[src/rtl/axi_ax_rr_sched.sv]
// Round-robin scheduler that shares one AXI AR/AW channel among NUM_REQ requesters,
// tags the ID with the winner index and caps in-flight transactions at MAX_TXNS.
module axi_ax_rr_sched #(
   parameter int NUM_REQ    = 4,
   parameter int ADDR_WIDTH = 32,
   parameter int ID_WIDTH   = 4,
   parameter int IDX_WIDTH  = $clog2(NUM_REQ),
   parameter int MAX_TXNS   = 8,
   parameter int CNT_WIDTH  = $clog2(MAX_TXNS + 1)
) (
   input  logic                             clk_i,
   input  logic                             rst_i,
   input  logic [NUM_REQ-1:0]               in_valid_i,
   output logic [NUM_REQ-1:0]               in_ready_o,
   input  logic [NUM_REQ*ID_WIDTH-1:0]      in_id_i,
   input  logic [NUM_REQ*ADDR_WIDTH-1:0]    in_addr_i,
   input  logic [NUM_REQ*8-1:0]             in_len_i,
   output logic                             out_valid_o,
   input  logic                             out_ready_i,
   output logic [ID_WIDTH+IDX_WIDTH-1:0]    out_id_o,
   output logic [ADDR_WIDTH-1:0]            out_addr_o,
   output logic [7:0]                       out_len_o,
   input  logic                             rsp_done_i,
   output logic [CNT_WIDTH-1:0]             outstanding_o,
   output logic                             full_o
);

   logic [IDX_WIDTH-1:0] ptr;
   logic [IDX_WIDTH-1:0] cand;
   logic [IDX_WIDTH-1:0] next_ptr;
   logic [IDX_WIDTH:0]   pos;
   logic [IDX_WIDTH:0]   ptr_inc;
   logic                 found;
   logic                 slot_free;
   logic                 can_accept;
   logic                 accept;
   logic                 dec;

   assign slot_free  = !out_valid_o || out_ready_i;
   // The limit depends only on the registered count, so rsp_done_i never reaches a ready.
   assign can_accept = slot_free && (outstanding_o < CNT_WIDTH'(MAX_TXNS));
   assign full_o     = (outstanding_o == CNT_WIDTH'(MAX_TXNS));
   assign dec        = rsp_done_i && (outstanding_o != '0);

   // NOTE: every variable written in always_comb gets a default first, otherwise a latch is inferred.
   always_comb begin
      found      = 1'b0;
      cand       = '0;
      pos        = '0;
      in_ready_o = '0;
      for (int i = 0; i < NUM_REQ; i++) begin
         pos = {1'b0, ptr} + (IDX_WIDTH+1)'(i);
         if (pos >= (IDX_WIDTH+1)'(NUM_REQ)) pos = pos - (IDX_WIDTH+1)'(NUM_REQ);
         if (!found && in_valid_i[pos[IDX_WIDTH-1:0]]) begin
            found = 1'b1;
            cand  = pos[IDX_WIDTH-1:0];
         end
      end
      if (found) in_ready_o[cand] = can_accept && !rst_i;
   end

   assign accept = found && can_accept && !rst_i;

   always_comb begin
      ptr_inc  = {1'b0, cand} + (IDX_WIDTH+1)'(1);
      next_ptr = ptr_inc[IDX_WIDTH-1:0];
      if (ptr_inc == (IDX_WIDTH+1)'(NUM_REQ)) next_ptr = '0;
   end

   // NOTE: sequential state uses non-blocking assignments so every register samples pre-edge values.
   always_ff @(posedge clk_i or posedge rst_i) begin
      if (rst_i) begin
         ptr           <= '0;
         out_valid_o   <= 1'b0;
         out_id_o      <= '0;
         out_addr_o    <= '0;
         out_len_o     <= '0;
         outstanding_o <= '0;
      end else begin
         if (accept) begin
            out_valid_o <= 1'b1;
            out_id_o    <= {cand, in_id_i[cand*ID_WIDTH +: ID_WIDTH]};
            out_addr_o  <= in_addr_i[cand*ADDR_WIDTH +: ADDR_WIDTH];
            out_len_o   <= in_len_i[cand*8 +: 8];
            ptr         <= next_ptr;
         end else if (out_ready_i) begin
            out_valid_o <= 1'b0;
         end

         unique case ({accept, dec})
            2'b10:   outstanding_o <= outstanding_o + CNT_WIDTH'(1);
            2'b01:   outstanding_o <= outstanding_o - CNT_WIDTH'(1);
            default: outstanding_o <= outstanding_o;
         endcase
      end
   end

`ifndef SYNTHESIS
   rsp_underflow_a: assert property (@(posedge clk_i) disable iff (rst_i)
      rsp_done_i |-> outstanding_o != '0)
      else $error("rsp_done_i with no outstanding transaction");

   for (genvar k = 0; k < NUM_REQ; k++) begin : g_req_hold
      req_hold_a: assert property (@(posedge clk_i) disable iff (rst_i)
         in_valid_i[k] && !in_ready_o[k] |=> in_valid_i[k])
         else $error("requester %0d dropped valid before ready", k);
   end
`endif

endmodule

[config.mk]
export PLATFORM = sky130hd
export DESIGN_NAME = axi_ax_rr_sched
export DESIGN_NICKNAME = d
export VERILOG_FILES = /design/src/rtl/axi_ax_rr_sched.sv
export SDC_FILE = /design/constraint.sdc
export NUM_CORES = 1
export LEC_CHECK = 0
export CORE_UTILIZATION = 38
export DETAILED_ROUTE_END_ITERATION = 7
export PLACE_DENSITY = 0.8
export SETUP_SLACK_MARGIN = 0.15
export SLEW_MARGIN = 15
export SYNTH_ARGS = -nofsm -noshare
export SYNTH_HDL_FRONTEND = slang
export SYNTH_SLANG_ARGS = --single-unit
[constraint.sdc]
create_clock -name clk_i -period 2.9 [get_ports clk_i]
set_input_delay 0.58 -clock clk_i [delete_from_list [all_inputs] [get_ports clk_i]]
set_output_delay 0.58 -clock clk_i [all_outputs]
set_load 0.1 [all_outputs]
### After elaboration in Yosys (flattened, before gate mapping)

Cells that the tools add are included.

| operators by class | value |
|---|---|
| shift operators | 3 |
| reduce and logical (&&, ||, !) cells | 18 |
| mux-type cells | 27 |
| magnitude comparators | 11 |
| add/subtract/negate cells | 10 |
| equal/unequal tests | 4 |
| bitwise logic cells | 1 |

Operator list:

| cell | count |
|---|---|
| 128-bit by 8-bit indexed part select with 32-bit output | 1 |
| 32-bit by 6-bit indexed part select with 8-bit output | 1 |
| 2-bit 2-to-1 mux | 9 |
| 16-bit by 5-bit indexed part select with 4-bit output | 1 |
| 2-bit by 3-bit < comparator with 1-bit output, second input constant | 5 |
| 1-bit 2-to-1 mux | 11 |
| 3-bit greater-or-equal comparator, second input constant | 3 |
| 1-bit logical AND | 9 |
| 1-bit binary-select mux with 2-bit select | 4 |
| 4-bit one-hot mux with 2 select lines | 1 |
| 2-bit by 1-bit subtractor with 2-bit output, second input constant | 4 |
| 2-bit by 1-bit adder with 3-bit output, second input constant | 2 |
| 2-bit by 2-bit adder with 3-bit output, second input constant | 2 |
| 1-bit logical NOT | 5 |
| 4-bit by 1-bit adder with 4-bit output, second input constant | 1 |
| 4-bit bitwise AND | 1 |
| 4-bit equality test, second input constant | 1 |
| 4-bit < comparator, second input constant | 1 |
| 4-bit 2-to-1 mux | 1 |
| 2-bit nonzero test | 2 |
| 4-bit nonzero test | 1 |
| 4-bit by 1-bit subtractor with 4-bit output, second input constant | 1 |
| 3-bit equality test, second input constant | 1 |
| 2-bit by 3-bit greater-or-equal comparator with 1-bit output, second input constant | 1 |
| other kinds (5) | 5 |

| word-level totals | value |
|---|---|
| flip-flop bits (word level) | 53 |
| logic and storage cells | 80 |

### Longest topological paths before layout

Gate-level depths: netlist of the first run.

| depth | value |
|---|---|
| depth in word-level cells | 20 |
| depth in mapped cells | 12 |
| gate-level depth less buffers | 10 |

### Worst setup path after synthesis of the first run

OpenSTA, ideal clock, no wires.

| timing | value |
|---|---|
| path type | reg2out |
| start | reg outstanding_o[1] |
| end | out full_o |
| data required time | 2.320 ns |
| stages on the path, launching flop included | 3 |
| path buffers | 1 |
| path slack | -1.872 ns |
| data arrival time | 4.192 ns |
| path through | dfrtp_1 > clkbuf_1 > nor4b_1 |

| on the way | value |
|---|---|
| longest elaborated chain between the ends | 1 |

Ends and longest elaborated chain:

| item | RTL line | text |
|---|---|---|
| start, declared | 24 | `output logic [CNT_WIDTH-1:0] outstanding_o,` |
| start signal, assigned | 91 | `2'b10: outstanding_o <= outstanding_o + CNT_WIDTH'(1);` |
| start signal, assigned | 92 | `2'b01: outstanding_o <= outstanding_o - CNT_WIDTH'(1);` |
| start signal, assigned | 93 | `default: outstanding_o <= outstanding_o;` |
| 4-bit equality test | 42 | `assign full_o = (outstanding_o == CNT_WIDTH'(MAX_TXNS));` |
| end, declared | 25 | `output logic full_o` |

Every way passes these cells.

### Worst setup path after layout of the first run

| timing | value |
|---|---|
| start | reg ptr[1] |
| end | out in_ready_o[0] |

| on the way | value |
|---|---|
| longest elaborated chain between the ends | 20 |

Ends and longest elaborated chain:

| item | RTL line | text |
|---|---|---|
| start, declared | 28 | `logic [IDX_WIDTH-1:0] ptr;` |
| start signal, assigned | 85 | `ptr <= next_ptr;` |
| branches (longest 13 deep; another with 2-bit by 1-bit adder with 3-bit output) | - |  |
| 2-bit 2-to-1 mux (*) | 54 | `if (!found && in_valid_i[pos[IDX_WIDTH-1:0]]) begin` |
| net cand[0] | 29 | `logic [IDX_WIDTH-1:0] cand;` |
| 2-bit by 3-bit < comparator with 1-bit output (implied by the code) / 2-bit by 1-bit greater-or-equal comparator with 1-bit output (equally long branches) | 59 | `if (found) in_ready_o[cand] = can_accept && !rst_i;` |
| 1-bit logical AND | 59 |  |
| 1-bit 2-to-1 mux (implied by the code) | 59 |  |
| 1-bit demux with 2-bit select (*) | 59 |  |
| 4-bit bitwise AND (no line) (*) | - |  |
| 4-bit 2-to-1 mux (*) | 59 |  |
| end, declared | 14 | `output logic [NUM_REQ-1:0] in_ready_o,` |

Mark *: on every way through the listed nets, which the timed path passes. The select of a mux whose other input is x is not followed.

==> summary.md, run 1 <==
| Metric | Value |
|---|---|
| Global-route wire length before repair | `about 24000 microns` |
| GRT met1 Usage | `around 31%` |
| Die height | `104 microns` |
| WP data arrival | `2070 ps` |
| HP Class | `register to register` |
| Initial DRC Count | `~220` |
| Min-Delay Endpoint | `out_id_o[5]` |
| Core Rows | `36` |
| EDFF count, synth | `0` |
| Seq cells post-synth | `53` |
| Most frequent cells in the layout | `179 x clkdlybuf4s50_1, 68 x buf_4, 53 x nand2_1` |
| # IOs | `between 200 and 250` |
| FMAX | `378 MHz` |
| Maximum fanout along the worst path | `7` |
| Main flop type after synthesis | `dfrtp_1` |
| Gr busiest metal | `met2` |
| Internal power | `about 0.0029 W` |
| Most common cell after layout, fill and taps aside | `clkdlybuf4s50_1` |
| # nets final | `840` |
| Setup Skew | `8.64 ps` |
| RSZ-0062 raised after global routing | `no` |
| H-tree levels | `2` |
| GRT Resource Usage Total | `27.5%` |
| Setup TNS | `0 ps` |
| Drt pass-1 iters | `5` |
| Mean Syn Cell Area | `9.14 sq um` |
| Die Span X | `104 microns` |
| IO buf count | `239` |
| Worst Tran Pin Value | `993 ps` |
| Vias | `4563` |
| CTS tree | `done` |
| Hold buffer count at CTS | `0` |
| Worst reg2reg startpoint | `ptr[1]` |
| Total wire length | `15200 microns` |
| Worst hold path depth | `2` |
| Reg2reg path depth | `5` |
| Period minus WS final | `about 2600 ps` |
| Worst Path Required | `2320 ps` |
| Synthesis-to-finish area growth | `67.0%` |
| Filler cells | `approximately 840` |
| Clock Path Buffers | `2` |
| Syn_nets | `between 600 and 700` |
| Worst r2r dst | `out_addr_o[14]` |
| Asr flop ratio synth | `100%` |
| Placer congestion estimate | `roughly 0.85` |
| Slew Limit Fails | `0` |
| Num CTS Buffers | `5` |
| Sw Share | `61.4%` |
| Share of layout cells above drive strength 1 | `~17%` |
| Crit end category | `output pin` |
| Pin count of the biggest net entering global routing | `66` |
| Clock-pin slew on the worst setup and hold paths | `100 ps` |
| Max Cap Violations | `0` |
| Switching Power | `0.00455 W` |
| GRT overflow | `0` |
| DRC | `0` |
| Mapped Area | `3950 sq um` |
| M3 GR Usage | `6.08%` |
| Seq/Total Area, Yosys | `between 30% and 40%` |
| Period utilization | `91.3%` |
| Avg WL per Cell | `19.4 microns` |
| Met2 Resource Use GR | `about half` |
| Core area | `9910 sq um` |
| Ant diodes | `0` |
| Leak pwr | `2.79 nW` |
| Sequential share of power | `18.5%` |
| P per Cell Area | `1120 nW/um^2` |
| Slack of the worst reg-to-reg path | `700 ps` |
| Relative slew slack | `33.8%` |
| Antenna-violating nets left | `0` |
| CTS Root Buffer Type | `clkbuf_8` |
| Clk pwr share | `between 7 and 8%` |
| Outcome | `completed` |
| Initial antenna violation count | `0` |
| Vias in the first global route | `4801` |
| Peak supply drop | `803 uV` |
| Worst Hold Launch | `out_id_o[5]` |
| YS warnings | `0` |
| Logic pwr share | `74.1%` |
| Vias per cell | `5.84` |
| Cells after Synth | `432` |
| Clock sinks | `53` |
| Starting Density | `39.8%` |
| Fin util | `about two thirds` |
| Final Setup Violations | `0` |
| Count of cell types in the netlist | `37` |
| Clock latency on the worst-skew pair | `310 ps` |
| Final hold vios | `0` |
| Detailed Place HPWL | `roughly 10000 microns` |
| CP startpoint kind | `register` |
| Full die area | `10800 sq um` |
| Critical setup path kind | `register to output pin` |
critical path, cell delays in order, from the launching register on:
cell and delay (ps):
dfrtp_1 470, nor2b_1 190, o21a_2 220, nor3_4 260
inv_2 90, ha_1 180, and2_2 180, buf_12 170
state kept, by name, indices dropped and copies added (netlist names):
name	flops
out_addr_o	32
out_len_o	8
out_id_o	6
outstanding_o	4
ptr	2
out_valid_o	1
synthesized netlist by cell type, types with 2 or more instances:
| cell type | instances | area share [%] |
|---|---|---|
| inv_2 | 3 | 0.29 |
| nor2_1 | 7 | 0.67 |
| xor2_1 | 3 | 0.67 |
| dfrtp_1 | 53 | 34 |
| and2_1 | 4 | 0.63 |
| nor2b_1 | 2 | 0.32 |
| o211ai_1 | 43 | 8.2 |
| clkbuf_1 | 33 | 3.1 |
| mux2i_1 | 46 | 12 |
| a211oi_1 | 2 | 0.38 |
| o21ai_1 | 2 | 0.25 |
| nand2b_1 | 3 | 0.48 |
| a211o_1 | 43 | 9.5 |
| ha_1 | 8 | 2.5 |
| xnor2_1 | 2 | 0.44 |
| o31ai_1 | 44 | 8.4 |
| nand4_1 | 43 | 6.8 |
| nand2_1 | 54 | 5.1 |
| buf_2 | 13 | 1.6 |
| inv_1 | 4 | 0.38 |
| buf_6 | 4 | 1.1 |
worst max-delay path by stage:
stage                  start            end  slack [ps]
2_1_floorplan  in_valid_i[3]  in_ready_o[0]         140
3_3_place_gp   in_valid_i[1]  in_ready_o[1]          50
3_5_place_dp   in_valid_i[1]  in_ready_o[0]          20
4_1_cts        in_valid_i[0]  in_ready_o[0]         150
5_1_grt               ptr[1]  in_ready_o[0]         150
6_report              ptr[1]  in_ready_o[0]         250
cell type report:
cell class	instances	area, sq um	share of cell area, %
multi-input cells	321	2430	36.9
inverters	7	26.3	0.398
clock inverters	2	37.5	0.569
repair buffers	260	2520	38.2
flip-flops and latches	53	1330	20.2
clock buffers	6	82.6	1.25
well taps	133	166	2.52
power groups by stage:
stage          Combinational (W)  Sequential (W)  Clock [W]
6_report                 0.00550         0.00138   0.000543
5_1_grt                  0.00575         0.00142   0.000582
4_1_cts                  0.00549         0.00137   0.000557
3_5_place_dp             0.00548         0.00138          0
3_3_place_gp             0.00540         0.00137          0
2_1_floorplan            0.00170         0.00377          0
what timing repair did:
action                                  4_1_cts  5_1_grt
gates resized for setup                       7        2
buffers inserted                              0        2
endpoints found under the setup margin        4        3
pin swaps                                     3        2
layer usage:
metal  part of all wire, %  vias up
li1                      -     2111
met1                    38     2154
met2                    50      257
met3                   8.4       41
met4                   3.2        0
met5                     0        -
metrics by stage:
| step | worst slack [ps] | hold slack, ps | power (W) | instances | area (sq um) |
|---|---|---|---|---|---|
| 2_1_floorplan | 139 | 516 | 0.00546 | 432 | 3990 |
| 3_3_place_gp | 53.5 | 464 | 0.00677 | 772 | 6450 |
| 3_5_place_dp | 17.4 | 475 | 0.00687 | 772 | 6450 |
| 4_1_cts | 153 | 499 | 0.00742 | 780 | 6580 |
| 5_1_grt | 154 | 508 | 0.00775 | 782 | 6600 |
| 6_report | 252 | 494 | 0.00742 | 782 | 6600 |
kinds of logic after synthesis:
| kind of cell | synth area share (%) |
|---|---|
| AOI/OAI and AO/OA | 28.9 |
| xor gates and xnor gates | 1.11 |
| adders and majority gates | 2.53 |
| buffers and inverters | 6.69 |
| DFF | 33.6 |
| muxes | 11.9 |
| and+or+nand+nor | 15.3 |
No activity file was read; power rests on OpenSTA's default activity.
==> inputs of run 2 (changes only) <==
--- a/config.mk
+++ b/config.mk
@@ -13,3 +13,4 @@
 export SYNTH_ARGS = -nofsm -noshare
 export SYNTH_HDL_FRONTEND = slang
 export SYNTH_SLANG_ARGS = --single-unit
+export TNS_END_PERCENT = 10
==> summary.md, run 2 (synthesis results as in run 1) <==
| Metric | Value |
|---|---|
| Setup Skew | `7.31 ps` |
| Most frequent cells in the layout | `179 x clkdlybuf4s50_1, 71 x buf_4, 54 x nand2_1` |
| Outcome | `completed` |
| Fin util | `66.4%` |
| Largest register FFs | `32` |
| Final hold vios | `0` |
| Vias in the first global route | `4939` |
| Core area | `9910 sq um` |
| Worst setup startpoint | `ptr[1]` |
| Vias | `4586` |
| IO buf count | `239` |
| Peak supply drop | `1060 uV` |
| GRT Resource Usage Total | `28.4%` |
| DRC | `0` |
| Avg WL per Cell | `a little under 20 microns` |
| Critical setup path kind | `register to output pin` |
| Register Area | `1330 sq um` |
| Detailed Place HPWL | `10600 microns` |
| Placed Cells incl. Taps | `772` |
| Worst reg2reg startpoint | `outstanding_o[1]` |
| Final Setup Violations | `0` |
| Non-filler cells, final | `784` |
| Worst Path Required | `2320 ps` |
| Clock-pin slew on the worst setup and hold paths | `100 ps` |
| FMAX | `388 MHz` |
| Clock sinks | `53` |
| Slew Limit Fails | `0` |
| Most common cell after layout, fill and taps aside | `clkdlybuf4s50_1` |
| # IOs | `240` |
| Reg with most FFs | `out_addr_o` |
| Vias per cell | `5.85` |
| CTS tree | `done` |
| Core Rows | `36` |
| H-tree levels | `2` |
| Worst Hold Launch | `out_id_o[5]` |
| Biggest regs | `out_addr_o x32, out_len_o x8, out_id_o x6` |
| Placer congestion estimate | `0.873` |
| Worst Tran Pin Value | `1000 ps` |
| Area of the multi-input gates | `2420 sq um` |
| Total wire length | `15500 microns` |
| CP startpoint kind | `register` |
| Clock Path Buffers | `2` |
| Synthesis-to-finish area growth | `66.7%` |
| # nets final | `between 800 and 900` |
| Ant diodes | `0` |
| Clock latency on the worst-skew pair | `310 ps` |
| Die height | `104 microns` |
| RSZ-0062 raised after global routing | `no` |
| Period utilization | `88.8%` |
| Leak pwr | `2.79 nW` |
| Num CTS Buffers | `5` |
| GRT overflow | `0` |
| Share of layout cells above drive strength 1 | `17.2%` |
| WP data arrival | `2000 ps` |
| Die Span X | `104 microns` |
| Pin count of the biggest net entering global routing | `96` |
| Initial antenna violation count | `0` |
| Full die area | `10800 sq um` |
| Drt pass-1 iters | `5` |
| Max Cap Violations | `0` |
| Global-route wire length before repair | `24800 microns` |
| Relative slew slack | `33.1%` |
| Filler cells | `around 800` |
| P per Cell Area | `1130 nW/um^2` |
| Initial DRC Count | `269` |
| Maximum fanout along the worst path | `7` |
| Period minus WS final | `between 2000 and 3000 ps` |
| Starting Density | `39.8%` |
| CTS Root Buffer Type | `clkbuf_8` |
| Antenna-violating nets left | `0` |
| Crit end category | `output pin` |
| HP Class | `register to register` |
==> run 2: path summary, 6_finish.rpt <==
check,end,slack (ps),cells past startpoint
setup / recovery,in_ready_o[0],320,7
hold / removal,out_id_o[5],490,2
min in group asynchronous,out_valid_o,560,2
max in group asynchronous,ptr[1],1750,3
setup reg to reg,outstanding_o[2],700,8
hold reg to reg,out_id_o[5],490,2
==> run 2: timing repair <==
action,CTS,global route
hold buffers,0,0
setup endpoints to repair,4,4
pin swaps,3,1
resized for setup,7,5
buffers inserted,3,1
gates cloned,0,0
==> run 2: cell type report <==
type,instances,share of cell area [%]
inverters,7,0.399
repair buffers,262,38.2
flip-flops and latches,53,20.2
clock buffers,6,1.25
clock inverters,2,0.570
multi-input cells,321,36.8
well taps,133,2.53
==> run 2: stage by stage <==
| stage | setup TNS (ps) | instance area (sq um) | total power, W | hold slack [ps] | setup slack, ps |
|---|---|---|---|---|---|
| 2_1_floorplan | 0 | 3970 | 0.00545 | 521 | 81.2 |
| 5_1_grt | 0 | 6580 | 0.00778 | 533 | 212 |
| 3_5_place_dp | -85.4 | 6410 | 0.00687 | 469 | -39.6 |
| 3_3_place_gp | 0 | 6410 | 0.00676 | 464 | 27.7 |
| 6_report | 0 | 6580 | 0.00745 | 493 | 324 |
| 4_1_cts | 0 | 6560 | 0.00745 | 495 | 192 |
==> run 2: critical path: stages (launching register included) <==
cell	delay [ps]
dfrtp_2	480
nor2b_1	170
o21a_2	220
nor3_4	190
inv_2	80
ha_1	190
and2_2	200
buf_12	170
==> run 2: metal layers <==
metal  track usage (%)  vias to the layer above  share of wire [%]
li1                  -                     2107                  -
met1              32.2                     2228                 39
met2              52.3                      221                 52
met3              5.83                       30                7.4
met4              10.4                        0                2.3
met5                 0                        -                  0
==> run 2: report_power, final <==
group | switching (W) | total [W] | internal (W)
logic | 0.00405 | 0.00553 | 0.00148
registers | 0.000282 | 0.00138 | 0.00110
clock network | 0.000262 | 0.000544 | 0.000281
total | 0.00459 | 0.00745 | 0.00286
==> inputs of run 3 (changes only) <==
--- a/config.mk
+++ b/config.mk
@@ -5,9 +5,10 @@
 export SDC_FILE = /design/constraint.sdc
 export NUM_CORES = 1
 export LEC_CHECK = 0
-export CORE_UTILIZATION = 38
+export CORE_UTILIZATION = 39
+export CTS_BUF_LIST = sky130_fd_sc_hd__clkbuf_8
 export DETAILED_ROUTE_END_ITERATION = 7
-export PLACE_DENSITY = 0.8
+export PLACE_DENSITY = 0.82
 export SETUP_SLACK_MARGIN = 0.15
 export SLEW_MARGIN = 15
 export SYNTH_ARGS = -nofsm -noshare
==> summary.md, run 3 (synthesis results as in run 1) <==
| Metric | Value |
|---|---|
| Outcome | `completed` |
| Full die area | `10500 sq um` |
| Worst setup startpoint | `ptr[1]` |
| Detailed Place HPWL | `10500 microns` |
| CP startpoint kind | `register` |
| Clock sinks | `53` |
| Logic pwr share | `roughly 75%` |
| Setup TNS | `0 ps` |
| Clock latency on the worst-skew pair | `300 ps` |
| Avg WL per Cell | `19.3 microns` |
| # nets final | `841` |
| Peak supply drop | `843 uV` |
| Crit path to | `in_ready_o[2]` |
| IO buf count | `about 240` |
| Worst reg2reg startpoint | `outstanding_o[1]` |
| H-tree levels | `2` |
| Most frequent cells in the layout | `179 x clkdlybuf4s50_1, 70 x buf_4, 53 x nand2_1` |
| # IOs | `240` |
| Synthesis-to-finish area growth | `66.3%` |
| DRC | `0` |
| WP data arrival | `around 2000 ps` |
| Period utilization | `90.3%` |
| Die Span X | `103 microns` |
| Placer congestion estimate | `between 0.8 and 0.9` |
| CTS tree | `done` |
| Sequential share of power | `18.7%` |
| Vias per cell | `between 5 and 6` |
| Max Cap Violations | `0` |
| Biggest regs | `out_addr_o x32, out_len_o x8, out_id_o x6` |
| Reg with most FFs | `out_addr_o` |
| Crit end category | `output pin` |
| Clk pwr share | `6.4%` |
| Slowest CP cell | `dfrtp_2` |
| P per Cell Area | `1120 nW/um^2` |
| Sw Share | `62.0%` |
| Hold buffer count at CTS | `0` |
| Worst path max stage delay | `470 ps` |
| Total wire length | `roughly 15000 microns` |
| Period minus WS final | `2620 ps` |
| Clock-pin slew on the worst setup and hold paths | `100 ps` |
| Leak pwr | `2.79 nW` |
| Starting Density | `40.4%` |
| Maximum fanout along the worst path | `7` |
| Overall power | `0.00735 W` |
| Core area | `9770 sq um` |
| GRT overflow | `0` |
| Filler cells | `804` |
| Antenna-violating nets left | `0` |
| Largest register FFs | `32` |
| Drt pass-1 iters | `5` |
| Ant diodes | `0` |
| Critical setup path kind | `register to output pin` |
| Worst Path Required | `2320 ps` |
| Final Setup Violations | `0` |
| Reg2reg path depth | `8` |
| Setup Skew | `4.21 ps` |
| Final hold vios | `0` |
| Slew Limit Fails | `0` |
| Most common cell after layout, fill and taps aside | `clkdlybuf4s50_1` |
| Worst r2r dst | `outstanding_o[2]` |
| Relative slew slack | `33.7%` |
| Cell area after layout | `6570 sq um` |
| Switching Power | `0.00456 W` |
| Initial antenna violation count | `0` |
| Clock Path Buffers | `2` |
| Non-filler cells, final | `around 780` |
| Die height | `103 microns` |
| Initial DRC Count | `120` |
| Worst Tran Pin Value | `995 ps` |
| CTS Root Buffer Type | `clkbuf_8` |
| Worst-path cell chain | `nor2b_1 > o21a_2 > nor3_4 > inv_2 > ha_1 > and2_2 > buf_12` |
| Slack of the worst reg-to-reg path | `700 ps` |
| Core Rows | `36` |
| Share of layout cells above drive strength 1 | `16.9%` |
| Dpl cell area | `6430 sq um` |
| FMAX | `382 MHz` |
| GRT Resource Usage Total | `between 20% and 30%` |
| RSZ-0062 raised after global routing | `no` |
| Global-route wire length before repair | `22600 microns` |
| Vias in the first global route | `about 4600` |
| Internal power | `0.00279 W` |
| Placed Cells incl. Taps | `773` |
| Num CTS Buffers | `5` |
| Pin count of the biggest net entering global routing | `61` |
| HP Class | `register to register` |
| Vias | `approximately 4600` |
| Fin util | `67.2%` |
==> run 3: changes by cell type in the layout (fill, tap and decap cells not counted), sizes merged <==
cell	delta
buf	-1
dlygate4sd2	-1
clkinv	+1
bufinv	-1
dlymetal6s2s	+1
clkinvlp	-1
clkbuf	+1
==> run 3: cell type report <==
type / instances / area (sq um) / share of cell area, %
Clock inverter: 1 / 5.00 / 0.0762
Inverter: 7 / 26.3 / 0.400
Sequential cell: 53 / 1330 / 20.3
Timing Repair Buffer: 261 / 2520 / 38.4
Multi-Input combinational cell: 321 / 2420 / 36.9
Tap cell: 133 / 166 / 2.53
Clock buffer: 7 / 96.3 / 1.47
==> run 3: how the worst min path moves through the flow <==
stage | from | endpoint | slack, ps | cells after the start
detailed placement | out_id_o[5] | out_id_o[5] | 470 | 2
global route | out_id_o[5] | out_id_o[5] | 500 | 2
floorplan | ptr[0] | ptr[0] | 520 | 2
CTS | out_id_o[5] | out_id_o[5] | 500 | 2
finish | out_id_o[5] | out_id_o[5] | 490 | 2
global placement | out_id_o[5] | out_id_o[5] | 470 | 2
==> run 3: per-stage QoR <==
stage,worst slack [ps],hold WS (ps)
finish,280,488
detailed placement,2.24,470
global placement,55.5,467
CTS,163,496
global route,170,500
floorplan,81.2,521
==> run 3: layer usage <==
| metal | global-route usage [%] | part of all wire (%) | wire length [microns] | vias to the layer above |
|---|---|---|---|---|
| li1 | - | - | - | 2110 |
| met2 | 51.3 | 50 | 7540 | 252 |
| met1 | 31.3 | 39 | 5830 | 2177 |
| met4 | 11.0 | 2.8 | 416 | 0 |
| met3 | 5.08 | 8.7 | 1320 | 31 |
| met5 | 0 | 0 | 0 | - |
==> run 3: power groups by stage <==
stage	sequential [W]	clock, W	combinational (W)
final	0.00138	0.000467	0.00551
after global routing	0.00143	0.000503	0.00575
after CTS	0.00137	0.000479	0.00550
after floorplan	0.00377	0	0.00169
after global placement	0.00136	0	0.00539
after detailed placement	0.00138	0	0.00548
==> run 3: worst max-delay path, delay by kind of cell, from the launching register on <==
kind                     cells  cell delay (ps)
AO/OA/AOI/OAI                1              220
adder cells (fa/ha/maj)      1              200
buffers and inverters        2              250
flip-flops                   1              470
AND/OR/NAND/NOR              3              590
==> run 3: repair_timing <==
item                       CTS  global route
setup endpoints to repair    4             4
setup buffers                1             1
pin swaps                    4             2
gates resized for setup      6             4
